<file path="config.mk">
export PLATFORM = sky130hd
export DESIGN_NAME = packet_receive_local_flat
export DESIGN_NICKNAME = d
export VERILOG_FILES = /design/src/rtl/packet_receive_local_if.sv /design/src/rtl/packet_receive_local.sv /design/src/flat_wrapper.sv
export SDC_FILE = /design/constraint.sdc
export NUM_CORES = 1
export LEC_CHECK = 0
export CAP_MARGIN = 25
export CORE_ASPECT_RATIO = 1.4
export CORE_MARGIN = 5
export CORE_UTILIZATION = 45
export CTS_BUF_LIST = sky130_fd_sc_hd__clkbuf_4 sky130_fd_sc_hd__clkbuf_8
export DETAILED_ROUTE_END_ITERATION = 10
export PLACE_DENSITY = 0.72
export SYNTH_ARGS = -nofsm -noshare
export SYNTH_HDL_FRONTEND = slang
export SYNTH_SLANG_ARGS = --single-unit
</file>
<file path="constraint.sdc">
create_clock -name clk -period 10.7 [get_ports clk]
set_input_delay 1.605 -clock clk [delete_from_list [all_inputs] [get_ports clk]]
set_output_delay 1.605 -clock clk [all_outputs]
set_load 0.02 [all_outputs]
</file>
<file path="src/rtl/packet_receive_local_if.sv">
// Ejection-port handshake between the ring router's local output and the
// packet sink. A packet transfers on a clock edge where packet_valid and
// packet_ready are both high.
interface packet_receive_local_if #(
    parameter int PACKET_SIZE = 49
);
    logic                   packet_valid;
    logic [PACKET_SIZE-1:0] packet;
    logic                   packet_ready;

    // Router side: presents packets and observes backpressure
    modport master (
        output packet_valid,
        output packet,
        input  packet_ready
    );

    // Sink side: consumes packets and drives backpressure
    modport slave (
        input  packet_valid,
        input  packet,
        output packet_ready
    );
endinterface

</file>
<file path="src/rtl/packet_receive_local.sv">
// packet_receive_local: local ejection sink of a ring router.
// Classifies each ejected packet (good / misrouted / malformed), computes its
// network latency from the embedded injection timestamp, and accumulates
// end-of-run statistics.
// Pipeline: stage 1 captures the packet on its transfer edge, stage 2 updates
// the statistics on the following edge.
// Packet layout: {valid[48], timestamp[47:32], src[31:16], dst[15:0]}.
// Optional feature macro: PKT_RX_PER_SRC_CNT_EN adds per-source good-packet
// counters readable through src_sel/src_count.
module packet_receive_local #(
    parameter int NUM_NODES        = 8,
    parameter int ROUTER_ID        = 0,
    parameter int PACKET_SIZE      = 49,
    parameter int EXPECTED_PACKETS = 20
) (
    input  logic                         clk,
    input  logic                         rst,
    input  logic [15:0]                  clk_counter,
    packet_receive_local_if.slave        pkt,
    input  logic                         stats_clear,
    output logic [63:0]                  total_packet_recv,
    output logic [63:0]                  total_latency,
    output logic [15:0]                  max_latency,
    output logic [15:0]                  min_latency,
    output logic [15:0]                  misroute_cnt,
    output logic [15:0]                  malformed_cnt,
    output logic                         recv_done,
    input  logic [15:0]                  src_sel,
    output logic [15:0]                  src_count
);

    localparam int          SRC_W    = (NUM_NODES > 1) ? $clog2(NUM_NODES) : 1;
    localparam logic [15:0] NODES_16 = 16'(NUM_NODES);
    localparam logic [15:0] RID_16   = 16'(ROUTER_ID);
    localparam logic [63:0] EXP_64   = 64'(EXPECTED_PACKETS);

    localparam logic [1:0] S_IDLE = 2'd0;
    localparam logic [1:0] S_RUN  = 2'd1;
    localparam logic [1:0] S_DONE = 2'd2;

    localparam logic [1:0] CLS_GOOD = 2'd0;
    localparam logic [1:0] CLS_MIS  = 2'd1;
    localparam logic [1:0] CLS_MAL  = 2'd2;

    // Error counters hold at all-ones rather than wrapping to zero
    function automatic logic [15:0] sat_inc16(input logic [15:0] v);
        return (v == 16'hFFFF) ? v : v + 16'd1;
    endfunction

    logic [1:0]  r_state;
    logic [1:0]  w_state_next;
    logic        w_ready;
    logic        w_xfer;
    logic        w_vbit;
    logic [15:0] w_ts;
    logic [15:0] w_src;
    logic [15:0] w_dst;
    logic [1:0]  w_cls;
    logic        w_good_p1;
    logic [63:0] w_recv_next;

    logic        vld_p1;
    logic [1:0]  cls_p1;
    logic [15:0] lat_p1;

    logic [63:0] r_total_recv;
    logic [63:0] r_total_lat;
    logic [15:0] r_max_lat;
    logic [15:0] r_min_lat;
    logic [15:0] r_mis_cnt;
    logic [15:0] r_mal_cnt;

    assign w_vbit = pkt.packet[PACKET_SIZE-1];
    assign w_ts   = pkt.packet[47:32];
    assign w_src  = pkt.packet[31:16];
    assign w_dst  = pkt.packet[15:0];

    // Sink is ready once out of IDLE, except while a clear is being applied
    assign w_ready          = (r_state != S_IDLE) && !stats_clear;
    assign pkt.packet_ready = w_ready;
    assign w_xfer           = pkt.packet_valid && w_ready;

    // Classify the packet on the ejection port
    always_comb begin
        w_cls = CLS_MAL;
        if (w_vbit) begin
            if ((w_dst == RID_16) && (w_src < NODES_16)) w_cls = CLS_GOOD;
            else                                         w_cls = CLS_MIS;
        end
    end

    assign w_good_p1   = vld_p1 && (cls_p1 == CLS_GOOD);
    assign w_recv_next = r_total_recv + {63'd0, w_good_p1};

    // Next-state logic: clear forces RUN; DONE is entered when the count is reached
    always_comb begin
        w_state_next = r_state;
        if (stats_clear) begin
            w_state_next = S_RUN;
        end else begin
            case (r_state)
                S_IDLE:  w_state_next = (EXP_64 == 64'd0) ? S_DONE : S_RUN;
                S_RUN:   if (w_recv_next >= EXP_64) w_state_next = S_DONE;
                S_DONE:  w_state_next = S_DONE;
                default: w_state_next = S_RUN;
            endcase
        end
    end

    // State register
    always_ff @(posedge clk or posedge rst) begin
        if (rst) r_state <= S_IDLE;
        else     r_state <= w_state_next;
    end

    // ---- stage 1: capture on transfer edge (control) ----
    always_ff @(posedge clk or posedge rst) begin
        if (rst) begin
            vld_p1 <= 1'b0;
            cls_p1 <= CLS_MAL;
        end else if (stats_clear) begin
            vld_p1 <= 1'b0;
        end else begin
            vld_p1 <= w_xfer;
            if (w_xfer) cls_p1 <= w_cls;
        end
    end

    // Stage 1 data: modular subtract absorbs timestamp wrap-around
    always_ff @(posedge clk) begin
        if (w_xfer) lat_p1 <= clk_counter - w_ts;
    end

    // ---- stage 2: statistics update; clear has priority over the update ----
    always_ff @(posedge clk or posedge rst) begin
        if (rst) begin
            r_total_recv <= 64'd0;
            r_total_lat  <= 64'd0;
            r_max_lat    <= 16'd0;
            r_min_lat    <= 16'hFFFF;
            r_mis_cnt    <= 16'd0;
            r_mal_cnt    <= 16'd0;
        end else if (stats_clear) begin
            r_total_recv <= 64'd0;
            r_total_lat  <= 64'd0;
            r_max_lat    <= 16'd0;
            r_min_lat    <= 16'hFFFF;
            r_mis_cnt    <= 16'd0;
            r_mal_cnt    <= 16'd0;
        end else if (vld_p1) begin
            case (cls_p1)
                CLS_GOOD: begin
                    r_total_recv <= w_recv_next;
                    r_total_lat  <= r_total_lat + {48'd0, lat_p1};
                    if (lat_p1 > r_max_lat) r_max_lat <= lat_p1;
                    if (lat_p1 < r_min_lat) r_min_lat <= lat_p1;
                end
                CLS_MIS: r_mis_cnt <= sat_inc16(r_mis_cnt);
                default: r_mal_cnt <= sat_inc16(r_mal_cnt);
            endcase
        end
    end

    assign total_packet_recv = r_total_recv;
    assign total_latency     = r_total_lat;
    assign max_latency       = r_max_lat;
    assign min_latency       = r_min_lat;
    assign misroute_cnt      = r_mis_cnt;
    assign malformed_cnt     = r_mal_cnt;
    assign recv_done         = (r_state == S_DONE);

`ifdef PKT_RX_PER_SRC_CNT_EN
    logic [SRC_W-1:0] src_p1;
    logic [15:0]      r_src_cnt [NUM_NODES];
    logic [15:0]      w_src_count;

    // Stage 1 data: source index of the captured packet
    always_ff @(posedge clk) begin
        if (w_xfer) src_p1 <= w_src[SRC_W-1:0];
    end

    // Stage 2: per-source good-packet counters, saturating
    always_ff @(posedge clk or posedge rst) begin
        if (rst) begin
            for (int i = 0; i < NUM_NODES; i++) r_src_cnt[i] <= 16'd0;
        end else if (stats_clear) begin
            for (int i = 0; i < NUM_NODES; i++) r_src_cnt[i] <= 16'd0;
        end else if (w_good_p1) begin
            r_src_cnt[src_p1] <= sat_inc16(r_src_cnt[src_p1]);
        end
    end

    // Read port: out-of-range selections read as zero
    always_comb begin
        w_src_count = 16'd0;
        if (src_sel < NODES_16) w_src_count = r_src_cnt[src_sel[SRC_W-1:0]];
    end

    assign src_count = w_src_count;
`else
    logic w_unused_sel;

    assign w_unused_sel = ^src_sel;
    assign src_count    = 16'd0;
`endif

endmodule

</file>
<file path="src/flat_wrapper.sv">
// flat-port wrapper written by rule: the top's interface ports become plain ports
module packet_receive_local_flat 
#(
    parameter int NUM_NODES        = 8,
    parameter int ROUTER_ID        = 0,
    parameter int PACKET_SIZE      = 49,
    parameter int EXPECTED_PACKETS = 20
)
  (clk, rst, clk_counter, stats_clear, total_packet_recv, total_latency, max_latency, min_latency, misroute_cnt, malformed_cnt, recv_done, src_sel, src_count, pkt_packet_valid, pkt_packet, pkt_packet_ready);
  packet_receive_local_if #(.PACKET_SIZE(PACKET_SIZE)) pkt_i ();
  input  logic clk;
  input  logic rst;
  input  logic [15:0] clk_counter;
  input  logic stats_clear;
  output logic [63:0] total_packet_recv;
  output logic [63:0] total_latency;
  output logic [15:0] max_latency;
  output logic [15:0] min_latency;
  output logic [15:0] misroute_cnt;
  output logic [15:0] malformed_cnt;
  output logic recv_done;
  input  logic [15:0] src_sel;
  output logic [15:0] src_count;
  input wire logic [$bits(pkt_i.packet_valid)-1:0] pkt_packet_valid;
  input wire logic [$bits(pkt_i.packet)-1:0] pkt_packet;
  output wire logic [$bits(pkt_i.packet_ready)-1:0] pkt_packet_ready;
  assign pkt_i.packet_valid = pkt_packet_valid;
  assign pkt_i.packet = pkt_packet;
  assign pkt_packet_ready = pkt_i.packet_ready;
  packet_receive_local #(.NUM_NODES(NUM_NODES), .ROUTER_ID(ROUTER_ID), .PACKET_SIZE(PACKET_SIZE), .EXPECTED_PACKETS(EXPECTED_PACKETS)) u_core (.clk(clk), .rst(rst), .clk_counter(clk_counter), .pkt(pkt_i), .stats_clear(stats_clear), .total_packet_recv(total_packet_recv), .total_latency(total_latency), .max_latency(max_latency), .min_latency(min_latency), .misroute_cnt(misroute_cnt), .malformed_cnt(malformed_cnt), .recv_done(recv_done), .src_sel(src_sel), .src_count(src_count));
endmodule
</file>
## After elaboration in Yosys (flattened, before gate mapping)

Index checks and enable logic that the tools add are counted.

- Multiply operators: 0
- Div/mod/pow operators: 0
- Equality and inequality tests: 9
- $lt $le $gt $ge: 4
- Mux-type cells: 28
- Reductions and logical operators: 20
- Bitwise operators: 1
- Add/subtract/negate cells: 5
- Shift operators: 0

Operators by type and width:

| kind | count |
|---|---|
| 2-to-1 mux 64 bit | 6 |
| 2-to-1 mux 16 bit | 16 |
| adder 64 x 1 -> 64 bit | 1 |
| adder 64 x 16 -> 64 bit | 1 |
| greater-or-equal comparator 64 x 5 -> 1 bit (second input constant) | 1 |
| adder 16 x 1 -> 16 bit (second input constant) | 2 |
| == test 16 bit (second input constant) | 2 |
| > comparator 16 bit | 1 |
| zero test 16 bit | 1 |
| less-than comparator 16 bit | 1 |
| less-than comparator 16 x 4 -> 1 bit (second input constant) | 1 |
| subtractor 16 bit | 1 |
| AND reduction 3 bit | 4 |
| nonzero test 2 bit | 6 |
| 2-to-1 mux 2 bit | 3 |
| == test 2 x 1 -> 1 bit (second input constant) | 2 |
| logical AND 1 bit | 4 |
| inequality test 2 bit (second input constant) | 2 |
| case mux 2 bit (2 select lines) | 1 |
| AND reduction 2 bit | 2 |
| inequality test 3 x 2 -> 1 bit (second input constant) | 1 |
| == test 2 bit (second input constant) | 1 |
| zero test 2 bit | 1 |
| 2-to-1 mux 1 bit | 2 |
| 4 further kinds | 4 |

- Word-level logic and storage cells: 77
- Output and inout bits: 210
- Input bits: 85
- Memory bits (read-only): 0
- Latch bits: 0
- Register bits: 213
- RAM bits: 0
- Memories kept: 0

## Depth between registers and ports, before layout

Gate-level depths: netlist of run 1.

- Word-level depth: 7
- Depth in mapped cells: 16

## Least setup slack after synthesis of run 1

Ideal clock, no wire load.

- Kind: reg-to-reg
- Start: reg u_core.cls_p1[0]
- End: reg u_core.r_state[0]
- Stages on the path, launching flop included: 17
- Buffers on the path: 4
- Library setup time: 0.128 ns
- Data arrival time: 4.536 ns
- Slack: 6.036 ns
- Required time: 10.572 ns
- Clock period less this slack: 4.664 ns
- Path through: dfrtp_1 -> or3b_2 -> clkbuf_1 -> inv_1 -> clkbuf_1 -> clkbuf_1 -> ha_1 -> nand4_1 -> nor4_2 -> or4b_4 -> buf_6 -> nor4_1 -> mux2i_1 -> nand2_1 -> a2111oi_0 -> and4bb_1 -> mux2_1

- Word-level cells in the longest chain between the ends: 5

RTL lines:

| item | line | RTL |
|---|---|---|
| from (decl) | packet_receive_local.sv:63 | `logic [1:0] cls_p1;` |
| from (signal assigned) | packet_receive_local.sv:125 | `if (w_xfer) cls_p1 <= w_cls;` |
| zero test 2 bit | packet_receive_local.sv:92 | `assign w_good_p1 = vld_p1 && (cls_p1 == CLS_GOOD);` |
| logical AND 1 bit | packet_receive_local.sv:92 |  |
| adder 64 x 1 -> 64 bit | packet_receive_local.sv:93 | `assign w_recv_next = r_total_recv + {63'd0, w_good_p1};` |
| greater-or-equal comparator 64 x 5 -> 1 bit | packet_receive_local.sv:103 | `S_RUN: if (w_recv_next >= EXP_64) w_state_next = S_DONE;` |
| inequality test 3 x 2 -> 1 bit (no line) | -- |  |
| to (signal assigned) | packet_receive_local.sv:113 | `else r_state <= w_state_next;` |
| to (decl) | packet_receive_local.sv:50 | `logic [1:0] r_state;` |

Every way passes these cells.
A chain may end at the register's enable or synchronous reset.

## Worst setup path after layout of run 1

Ends and elaborated chain as after synthesis.

==> impl_summary.txt, run 1 <==
----------------------------------------------------
[Synthesis]
  Basic-gate share of the synthesized area counting and, or, nand and nor cells ... 0.251
  Share of the synthesized area in the top cell type ... 0.333
  Number of enable flip-flop cells after synthesis ... 16
  Xor and xnor area share after synthesis ... 0.109
  Leading cell types by total area after synthesis ... dfrtp_1 (33%), xnor2_1 (7.4%), nor2_1 (6.6%)
  Fraction of synthesized area in multiplexers ... 0.0230
  Proportion of synthesized chip area in sequential cells ... 0.401
  Synth Cell Area ... 13500 sq um
  Share of the synthesized area in compound gates (AO/OA/AOI/OAI) ... 0.0953
  Cell accounting for the most synthesized area ... dfrtp_1
  Dominant synthesized flop cell ... dfrtp_1
  Synth async-reset ratio ... 0.925
  Number of register bits inferred by synthesis ... 213
  Dominant combinational cell family by area after synthesis ... simple AND/OR/NAND/NOR gates
  Ys Warns ... 0
  Post-Synthesis Cells ... 1536
  Distinct cell type count of the synthesized netlist ... 74
  Syn avg cell area ... 8.81 sq um
  Fraction of the mapped netlist area in adder cells ... 0.0668

[Final layout]
  Most common library cell in the layout ignoring fill and taps ... clkdlybuf4s50_1
  Fraction of final layout cells sized beyond drive strength 1 ... 0.0683
  Final non-filler cell area ... 17200 sq um
  Filler-free cell count of the finished design ... 2186
  Fillers ... 2720
  Antenna diodes ... 0
  Count of nets after finishing ... 1928
  Area overhead of the layout relative to synthesis ... 27.2%
  Top library cells by usage in the layout, fill and taps aside ... clkdlybuf4s50_1 (258), nor2_1 (239), dfrtp_1 (180), nand2_1 (122), xnor2_1 (114)

[Timing]
  Max Fclk ... 190 MHz
  Count of endpoints failing setup in the final report ... 0
  Aggregate negative setup slack ... 0 ns
  Worst hold-check slack ... 0.496 ns
  Min cycle time layout ... 5.26 ns
  Number of hold violations in the final report ... 0
  Fin Clk Skew ... 0.0136 ns
  Post-route setup slack ... 5.44 ns
  Worst Max-Slew Pin Slew ... 1.01 ns
  Worst slew margin relative to its limit ... 0.329
  Period Utilization, post-route ... 0.492
  RSZ-0062 raised after global routing ... false
  Count of final max-slew check failures ... 0

[Critical path]
  Path depth of the worst reg2reg path ... 14
  Data arrival time of the worst path ... 5.69 ns
  Cell chain of the critical path ... or3b_2 > buf_4 > inv_1 > ha_1 > ha_1 > nand3_1 > nor3_1 > and4_1 > mux2_2 > o32ai_1 > o2111ai_1 > a2111oi_0 > and4bb_1 > mux2_1
  Worst r2r src ... u_core.cls_p1[0]
  Maximum fanout encountered on the critical timing path ... 33
  Most frequent CP cell ... ha_1
  Delay of the slowest critical-path stage ... 0.58 ns
  Element type at the critical path start ... flip-flop
  WS Path Type ... reg -> reg
  CP max stage cell ... nor3_1
  Reg2Reg Capture Point ... u_core.r_state[0]
  Worst path required time ... 11.13 ns
  Endpoint type of the worst setup path ... flip-flop
  FF-to-FF setup slack ... 5.44 ns

[Clock network]
  Maximum buffer depth of the clock tree ... 3
  Num CTS Buffers ... 38
  Clock tree from TritonCTS ... done
  Root Driver ... clkbuf_8
  Hold-fix buffers, CTS ... 0
  Count of cells resized by post-cts repair ... 0
  Clock-pin transition on the worst setup and hold timing paths ... 0.07 ns
  # H-tree levels ... 2
  Clock sinks ... 213
  Insertion delay to the later sink of the worst-skew pair ... 0.55 ns
  Number of setup buffers added after CTS ... 0

[Placement]
  Post-DP Area ... 16300 sq um
  I/O Buffers ... 259
  Post-placement cell count ... 2116
  HPWL after DPL ... 29100 microns
  Worst Setup Slack post-DPL ... 5.49 ns
  Routability congestion estimate from global placement ... 0.947

[Floorplanning]
  I/O pin total ... 295
  DIE WIDTH ... 157 microns
  Floorplan die height ... 215 microns
  Initial core utilization ... 0.453
  Number of cell rows ... 75
  Overall die area ... 33700 sq um
  Core outline area ... 29800 sq um

[Routing]
  Number of design rule violations left after detail routing ... 0
  Vias per std cell ... 5.49
  Post-route antenna net violation count ... 0
  Via count ... 12000
  Post-detailed-routing wire length ... 39600 microns
  1st-iter DRT viols ... 511
  Final routed wire length divided by cell count ... 18.1 microns
  Number of search-and-repair iterations in the first detailed-routing pass ... 5

[Min path]
  Startpoint of the worst hold path ... u_core.cls_p1[1]
  Sink of the worst hold path ... u_core.cls_p1[1]
  Tightest Hold Check Type ... reg -> reg
  Hold-critical path depth ... 2

[Global route]
  Number of global-route vias before repair ... 12000
  Congestion Overflow GR ... 0
  Total GRT Usage ... 0.232
  First-pass GRT wire length ... 63600 microns
  Largest net degree at the start of global routing ... 134
  Antenna violations before repair ... 0

[Power and ir drop]
  Static leakage power ... 6.94 nW
  Sequential Power Share ... 0.409
  Power per unit of standard cell area ... 132 nW/um^2
  Max VDD drop ... 0.0000918 V
  Total internal power ... 0.00159 W
  Fraction of power spent switching nets ... 0.302
  Power share of the combinational group ... 0.228
  Clock power share ... 0.363
  Switching power total ... 0.000689 W

[Outcome]
  Run status ... completed

[Flow run]
  Max-Cap Viols ... 0

----------------------------------------------------
worst max-delay path by stage:
stage                     cells past startpoint                 to              from  slack [ns]
final                                        14  u_core.r_state[0]  u_core.cls_p1[0]        5.44
after global placement                       14  u_core.r_state[0]  u_core.cls_p1[0]        5.69
after global routing                         14  u_core.r_state[0]  u_core.cls_p1[0]        5.06
after floorplan                               1   u_core.cls_p1[0]               rst        3.75
after detailed placement                     14  u_core.r_state[0]  u_core.cls_p1[0]        5.49
after CTS                                    14  u_core.r_state[0]  u_core.cls_p1[0]        5.42
area by class of cell:
| class | count | area, sq um | area share |
|---|---|---|---|
| inverters | 79 | 304 | 0.0177 |
| clock inverters | 8 | 75.1 | 0.00436 |
| multi-input cells | 1170 | 7450 | 0.433 |
| repair buffers | 270 | 2700 | 0.157 |
| flip-flops and latches | 213 | 5430 | 0.316 |
| clock buffers | 61 | 758 | 0.0441 |
| well taps | 385 | 482 | 0.0280 |
metal layers:
metal	up-vias	part of all wire	track usage
met4	0	0.031	0.0776
li1	5790	-	-
met2	344	0.52	0.413
met3	75	0.066	0.0537
met5	-	0	0
met1	5798	0.38	0.272
Yosys cell counts, types with 8 or more instances:
| cell type | instances |
|---|---|
| nor2_1 | 239 |
| dfrtp_1 | 180 |
| nand2_1 | 122 |
| xnor2_1 | 114 |
| inv_1 | 79 |
| ha_1 | 69 |
| nand3_1 | 66 |
| a21oi_1 | 65 |
| clkbuf_1 | 57 |
| nand4_1 | 55 |
| xor2_1 | 54 |
| nor3_1 | 51 |
| o21ai_0 | 35 |
| nor4_1 | 31 |
| or3_1 | 27 |
| buf_4 | 21 |
| mux2i_1 | 21 |
| a211o_1 | 17 |
| and3_1 | 17 |
| and4_1 | 17 |
| dfstp_2 | 17 |
| edfxtp_1 | 16 |
| a21o_1 | 13 |
| o21a_1 | 12 |
| nor2b_1 | 10 |
| and2_1 | 9 |
| buf_2 | 9 |
| nand2b_1 | 9 |
| mux2_2 | 8 |
flip-flops by register name (all words and copies together) (netlist names):
| register | cells |
|---|---|
| u_core.cls_p1 | 2 |
| u_core.lat_p1 | 16 |
| u_core.malformed_cnt | 16 |
| u_core.max_latency | 16 |
| u_core.min_latency | 16 |
| u_core.misroute_cnt | 16 |
| u_core.r_state | 2 |
| u_core.total_latency | 64 |
| u_core.total_packet_recv | 64 |
| u_core.vld_p1 | 1 |
kinds of logic (layout without fill, tap and decap cells):
group	after synthesis	after routing
AO/OA/AOI/OAI	198	198
XOR/XNOR	168	168
adder cells (fa/ha/maj)	71	71
buffers and inverters	168	418
flip-flops	213	213
multiplexers	30	30
other	1	16
AND/OR/NAND/NOR	687	687
power by group through the flow:
stage / combinational [W] / clock [W] / sequential (W)
6_report: 0.000521 / 0.000827 / 0.000932
5_1_grt: 0.000578 / 0.000890 / 0.000939
4_1_cts: 0.000526 / 0.000858 / 0.000933
3_5_place_dp: 0.000523 / 0 / 0.000946
3_3_place_gp: 0.000509 / 0 / 0.000945
2_1_floorplan: 0.000300 / 0 / 0.000977
worst max-delay path: cells and delay by family (launching register included):
kind	cells	cell delay [ns]
simple gates	5	2.09
mux	2	0.69
fa+ha+maj	2	0.51
flops	1	0.40
compound gates	3	1.05
buf+inv	2	0.41
per-stage QoR:
stage / util / power (W)
6_report: 0.577 / 0.00228
3_5_place_dp: 0.548 / 0.00147
5_1_grt: 0.577 / 0.00241
4_1_cts: 0.576 / 0.00232
2_1_floorplan: - / 0.00128
3_3_place_gp: 0.547 / 0.00145
Power figures use the tool's default switching activity.
==> run 2: changes to the inputs <==
PLACE_DENSITY = 0.75   (was 0.72)
clock period = 4.7 ns   (was 10.7 ns; I/O delays follow)
==> impl_summary.txt, run 2 (same netlist as run 1, synthesis figures left out) <==
----------------------------------------------------
[Flow run]
  Max-Cap Viols ... 0

[Clock network]
  Clock-pin transition on the worst setup and hold timing paths ... 0.06 ns
  Clock tree from TritonCTS ... done
  Hold-fix buffers, CTS ... 0
  Insertion delay to the later sink of the worst-skew pair ... 0.56 ns
  Maximum buffer depth of the clock tree ... 3
  Clock sinks ... 213
  Root Driver ... clkbuf_8
  # H-tree levels ... 2
  Num CTS Buffers ... 37

[Final layout]
  Antenna diodes ... 0
  Filler-free cell count of the finished design ... 2185
  Area overhead of the layout relative to synthesis ... 27.5%
  Most common library cell in the layout ignoring fill and taps ... clkdlybuf4s50_1
  Count of nets after finishing ... 1930
  Top library cells by usage in the layout, fill and taps aside ... clkdlybuf4s50_1 (258), nor2_1 (239), dfrtp_1 (180), nand2_1 (122), xnor2_1 (114)
  Fraction of final layout cells sized beyond drive strength 1 ... 0.0667

[Routing]
  Final routed wire length divided by cell count ... 18.0 microns
  Vias per std cell ... 5.52
  Highest layer used for signal routing ... met4
  Number of design rule violations left after detail routing ... 0
  Sum of routed wire segments on met1 ... 14800 microns
  1st-iter DRT viols ... 647
  Met2 WL ... 20300 microns
  Post-route antenna net violation count ... 0
  Post-detailed-routing wire length ... 39300 microns
  Via count ... 12100
  Number of search-and-repair iterations in the first detailed-routing pass ... 6
  Metal3 WL ... 2680 microns

[Global route]
  Total GRT Usage ... 0.230
  Antenna violations before repair ... 0
  Number of global-route vias before repair ... 12000
  First-pass GRT wire length ... 63200 microns
  Largest net degree at the start of global routing ... 101
  Congestion Overflow GR ... 0

[Timing]
  Number of hold violations in the final report ... 0
  RSZ-0062 raised after global routing ... false
  Worst Max-Slew Pin Slew ... 0.984 ns
  Min cycle time layout ... 4.36 ns
  Max Fclk ... 229 MHz
  Fin Clk Skew ... 0.0261 ns
  Worst slew margin relative to its limit ... 0.344
  Count of endpoints failing setup in the final report ... 0
  Aggregate negative setup slack ... 0 ns
  Count of final max-slew check failures ... 0
  Period Utilization, post-route ... 0.929

[Critical path]
  Data arrival time of the worst path ... 4.79 ns
  Path depth of the worst reg2reg path ... 11
  Bufs and invs on worst path ... 1
  Kind of cell adding the most delay to the critical path ... simple AND/OR/NAND/NOR gates
  Worst r2r src ... u_core.cls_p1[0]
  Maximum fanout encountered on the critical timing path ... 8
  FF-to-FF setup slack ... 0.34 ns
  Reg2Reg Capture Point ... u_core.r_state[0]
  Cell chain of the critical path ... or3b_2 > inv_1 > ha_1 > nand4_1 > nor4_2 > or4b_4 > a211o_1 > a2111oi_2 > nand4_1 > and4bb_1 > mux2_1
  WS Path Type ... reg -> reg
  Element type at the critical path start ... flip-flop
  Worst path required time ... 5.12 ns
  Delay of the slowest critical-path stage ... 0.62 ns
  Most frequent CP cell ... nand4_1
  Endpoint type of the worst setup path ... flip-flop
  CP max stage cell ... or4b_4

[Power and ir drop]
  Max VDD drop ... 0.000227 V
  Static leakage power ... 6.94 nW
  Power per unit of standard cell area ... 305 nW/um^2

[Floorplanning]
  Core outline area ... 29800 sq um
  Initial core utilization ... 0.453
  Overall die area ... 33700 sq um
  Floorplan die height ... 215 microns
  DIE WIDTH ... 157 microns
  Number of cell rows ... 75
  I/O pin total ... 295

[Placement]
  Post-placement cell count ... 2119
  HPWL after DPL ... 28900 microns
  I/O Buffers ... 259
  Routability congestion estimate from global placement ... 0.947

[Min path]
  Tightest Hold Check Type ... in -> reg
  Startpoint of the worst hold path ... stats_clear
  Sink of the worst hold path ... u_core.misroute_cnt[6]
  Hold-critical path depth ... 2

[Outcome]
  Run status ... completed

----------------------------------------------------
[run 2: per-layer routing]
layer / track usage / vias to the layer above
li1: - / 5787
met1: 0.268 / 5812
met2: 0.406 / 373
met3: 0.0509 / 92
met4: 0.0920 / 0
met5: 0 / -
[run 2: through the flow]
step / util / cell area (sq um) / setup slack, ns / total power (W) / hold WS [ns]
3_5_place_dp: 0.549 / 16400 / 0.284 / 0.00334 / 0.493
6_report: 0.578 / 17300 / 0.336 / 0.00527 / 0.442
2_1_floorplan: - / 13600 / 0.0361 / 0.00291 / 0.464
3_3_place_gp: 0.549 / 16400 / 0.388 / 0.00331 / 0.480
4_1_cts: 0.577 / 17200 / 0.268 / 0.00531 / 0.406
5_1_grt: 0.578 / 17300 / 0.0211 / 0.00555 / 0.417
[run 2: how the worst max path moves through the flow]
stage                startpoint  slack (ns)  cells after the start                 to
2_1_floorplan  u_core.cls_p1[0]        0.04                     16  u_core.r_state[0]
3_3_place_gp   u_core.cls_p1[0]        0.39                     11  u_core.r_state[0]
3_5_place_dp   u_core.cls_p1[0]        0.28                     13  u_core.r_state[0]
4_1_cts        u_core.cls_p1[0]        0.27                     13  u_core.r_state[0]
5_1_grt        u_core.cls_p1[0]        0.02                     12  u_core.r_state[0]
6_report       u_core.cls_p1[0]        0.34                     11  u_core.r_state[0]
[run 2: layout make-up]
cell class                 count  area, sq um
tap                          385          482
timing repair buffer         273         2750
sequential                   213         5430
multi-input combinational   1170         7460
clock inverter                10          148
inverter                      79          300
clock buffer                  55          682
fill                        2642        12600
[run 2: what timing repair did]
item	CTS	global route
setup buffers	0	0
setup endpoints to repair	0	1
resized for setup	0	2
[run 2: report_power, final]
part | leakage, nW | internal [W] | total, W | switching [W]
Combinational | 3.68 | 0.000536 | 0.00121 | 0.000674
Sequential | 2.83 | 0.00202 | 0.00212 | 0.000101
Clock | 0.431 | 0.00115 | 0.00194 | 0.000792
Total | 6.94 | 0.00370 | 0.00527 | 0.00157
==> run 3: changes to the inputs <==
CTS_BUF_LIST = sky130_fd_sc_hd__clkbuf_8   (was sky130_fd_sc_hd__clkbuf_4 sky130_fd_sc_hd__clkbuf_8)
==> impl_summary.txt, run 3 (same netlist as run 1, synthesis figures left out) <==
----------------------------------------------------
[Timing]
  Min cycle time layout ... 4.37 ns
  Number of hold violations in the final report ... 0
  Aggregate negative setup slack ... 0 ns
  Worst slew margin relative to its limit ... 0.342
  Count of endpoints failing setup in the final report ... 0
  Max Fclk ... 229 MHz
  Count of final max-slew check failures ... 0
  RSZ-0062 raised after global routing ... false
  Worst Max-Slew Pin Slew ... 0.987 ns
  Fin Clk Skew ... 0.0239 ns
  Period Utilization, post-route ... 0.929

[Global route]
  Congestion Overflow GR ... 0
  First-pass GRT wire length ... 63200 microns
  Total GRT Usage ... 0.230
  Number of global-route vias before repair ... 12000
  Largest net degree at the start of global routing ... 101
  Antenna violations before repair ... 0

[Critical path]
  Cell chain of the critical path ... or3b_2 > inv_1 > ha_1 > nand4_1 > nor4_2 > or4b_4 > a211o_1 > a2111oi_2 > nand4_1 > and4bb_1 > mux2_1
  WS Path Type ... reg -> reg
  Element type at the critical path start ... flip-flop
  Most frequent CP cell ... nand4_1
  Endpoint type of the worst setup path ... flip-flop
  Delay of the slowest critical-path stage ... 0.62 ns
  CP max stage cell ... or4b_4
  Worst path required time ... 5.12 ns
  Data arrival time of the worst path ... 4.79 ns
  Maximum fanout encountered on the critical timing path ... 8

[Final layout]
  Count of nets after finishing ... 1930
  Top library cells by usage in the layout, fill and taps aside ... clkdlybuf4s50_1 (258), nor2_1 (239), dfrtp_1 (180), nand2_1 (122), xnor2_1 (114)
  Fraction of final layout cells sized beyond drive strength 1 ... 0.0600
  Most common library cell in the layout ignoring fill and taps ... clkdlybuf4s50_1
  Fraction of the core area covered by cells at the end of the flow ... 0.577
  Antenna diodes ... 0
  Area overhead of the layout relative to synthesis ... 27.2%

[Min path]
  Tightest Hold Check Type ... in -> reg

[Clock network]
  Maximum buffer depth of the clock tree ... 3
  # H-tree levels ... 2
  Num CTS Buffers ... 37
  Clock-pin transition on the worst setup and hold timing paths ... 0.06 ns
  Number of setup buffers added after CTS ... 0
  Clock sinks ... 213
  Root Driver ... clkbuf_8
  Clock tree from TritonCTS ... done
  Insertion delay to the later sink of the worst-skew pair ... 0.55 ns

[Routing]
  Number of search-and-repair iterations in the first detailed-routing pass ... 5
  Final routed wire length divided by cell count ... 18.0 microns
  Via count ... 12100
  Number of design rule violations left after detail routing ... 0
  Post-detailed-routing wire length ... 39400 microns
  Vias per std cell ... 5.52
  1st-iter DRT viols ... 612
  Post-route antenna net violation count ... 0

[Floorplanning]
  Floorplan die height ... 215 microns
  DIE WIDTH ... 157 microns
  Number of cell rows ... 75
  Overall die area ... 33700 sq um
  Initial core utilization ... 0.453
  I/O pin total ... 295
  Core outline area ... 29800 sq um

[Power and ir drop]
  Static leakage power ... 6.95 nW
  Overall power consumption ... 0.00517 W
  Max VDD drop ... 0.000228 V
  Power per unit of standard cell area ... 301 nW/um^2

[Placement]
  Routability congestion estimate from global placement ... 0.947
  I/O Buffers ... 259
  HPWL after DPL ... 28900 microns

[Outcome]
  Run status ... completed

[Flow run]
  Max-Cap Viols ... 0

----------------------------------------------------
run 3: critical path: cells and delay by family (launching register included):
family	cells	cell delay [ns]
AOI/OAI and AO/OA	2	0.71
adders and majority gates	1	0.27
buffers and inverters	1	0.10
DFF	1	0.39
muxes	1	0.33
and+or+nand+nor	6	2.46
run 3: power by group:
group,total [W],switching (W),internal (W)
Sequential,0.00212,0.000101,0.00202
Clock,0.00184,0.000793,0.00105
Combinational,0.00121,0.000674,0.000536
Total,0.00517,0.00157,0.00360
run 3: layout make-up:
type,instances,area (sq um)
clock buffer,43,592
fill,2656,12600
sequential,213,5430
timing repair buffer,273,2750
inverter,79,300
clock inverter,22,193
tap,385,482
multi-input combinational,1170,7460
run 3: timing repair:
| item | CTS | global route |
|---|---|---|
| resized for setup | 0 | 2 |
| hold buffers | 0 | 0 |
| endpoints found under the setup margin | 0 | 1 |
run 3: final timing paths:
check | start | to | slack, ns | depth (start not counted)
max | u_core.cls_p1[0] | u_core.r_state[0] | 0.33 | 11
min | stats_clear | u_core.misroute_cnt[6] | 0.44 | 2
max reg2reg | u_core.cls_p1[0] | u_core.r_state[0] | 0.33 | 11
min reg2reg | u_core.cls_p1[1] | u_core.cls_p1[1] | 0.50 | 2
max in group asynchronous | rst | u_core.total_latency[26] | 3.53 | 3
min in group asynchronous | rst | u_core.max_latency[11] | 0.63 | 3
run 3: layer usage:
layer,vias up,track usage,share of wire
li1,5789,-,-
met1,5811,0.268,0.38
met2,373,0.407,0.52
met3,96,0.0509,0.067
met4,0,0.0918,0.040
met5,-,0,0
run 3: per-stage QoR:
stage,instance area [sq um],hold slack (ns),worst slack (ns),std cells
6_report,17200,0.442,0.335,2185
5_1_grt,17200,0.417,0.0211,2185
4_1_cts,17200,0.406,0.268,2184
3_5_place_dp,16400,0.493,0.284,2119
3_3_place_gp,16400,0.480,0.388,2118
2_1_floorplan,13600,0.464,0.0361,1551
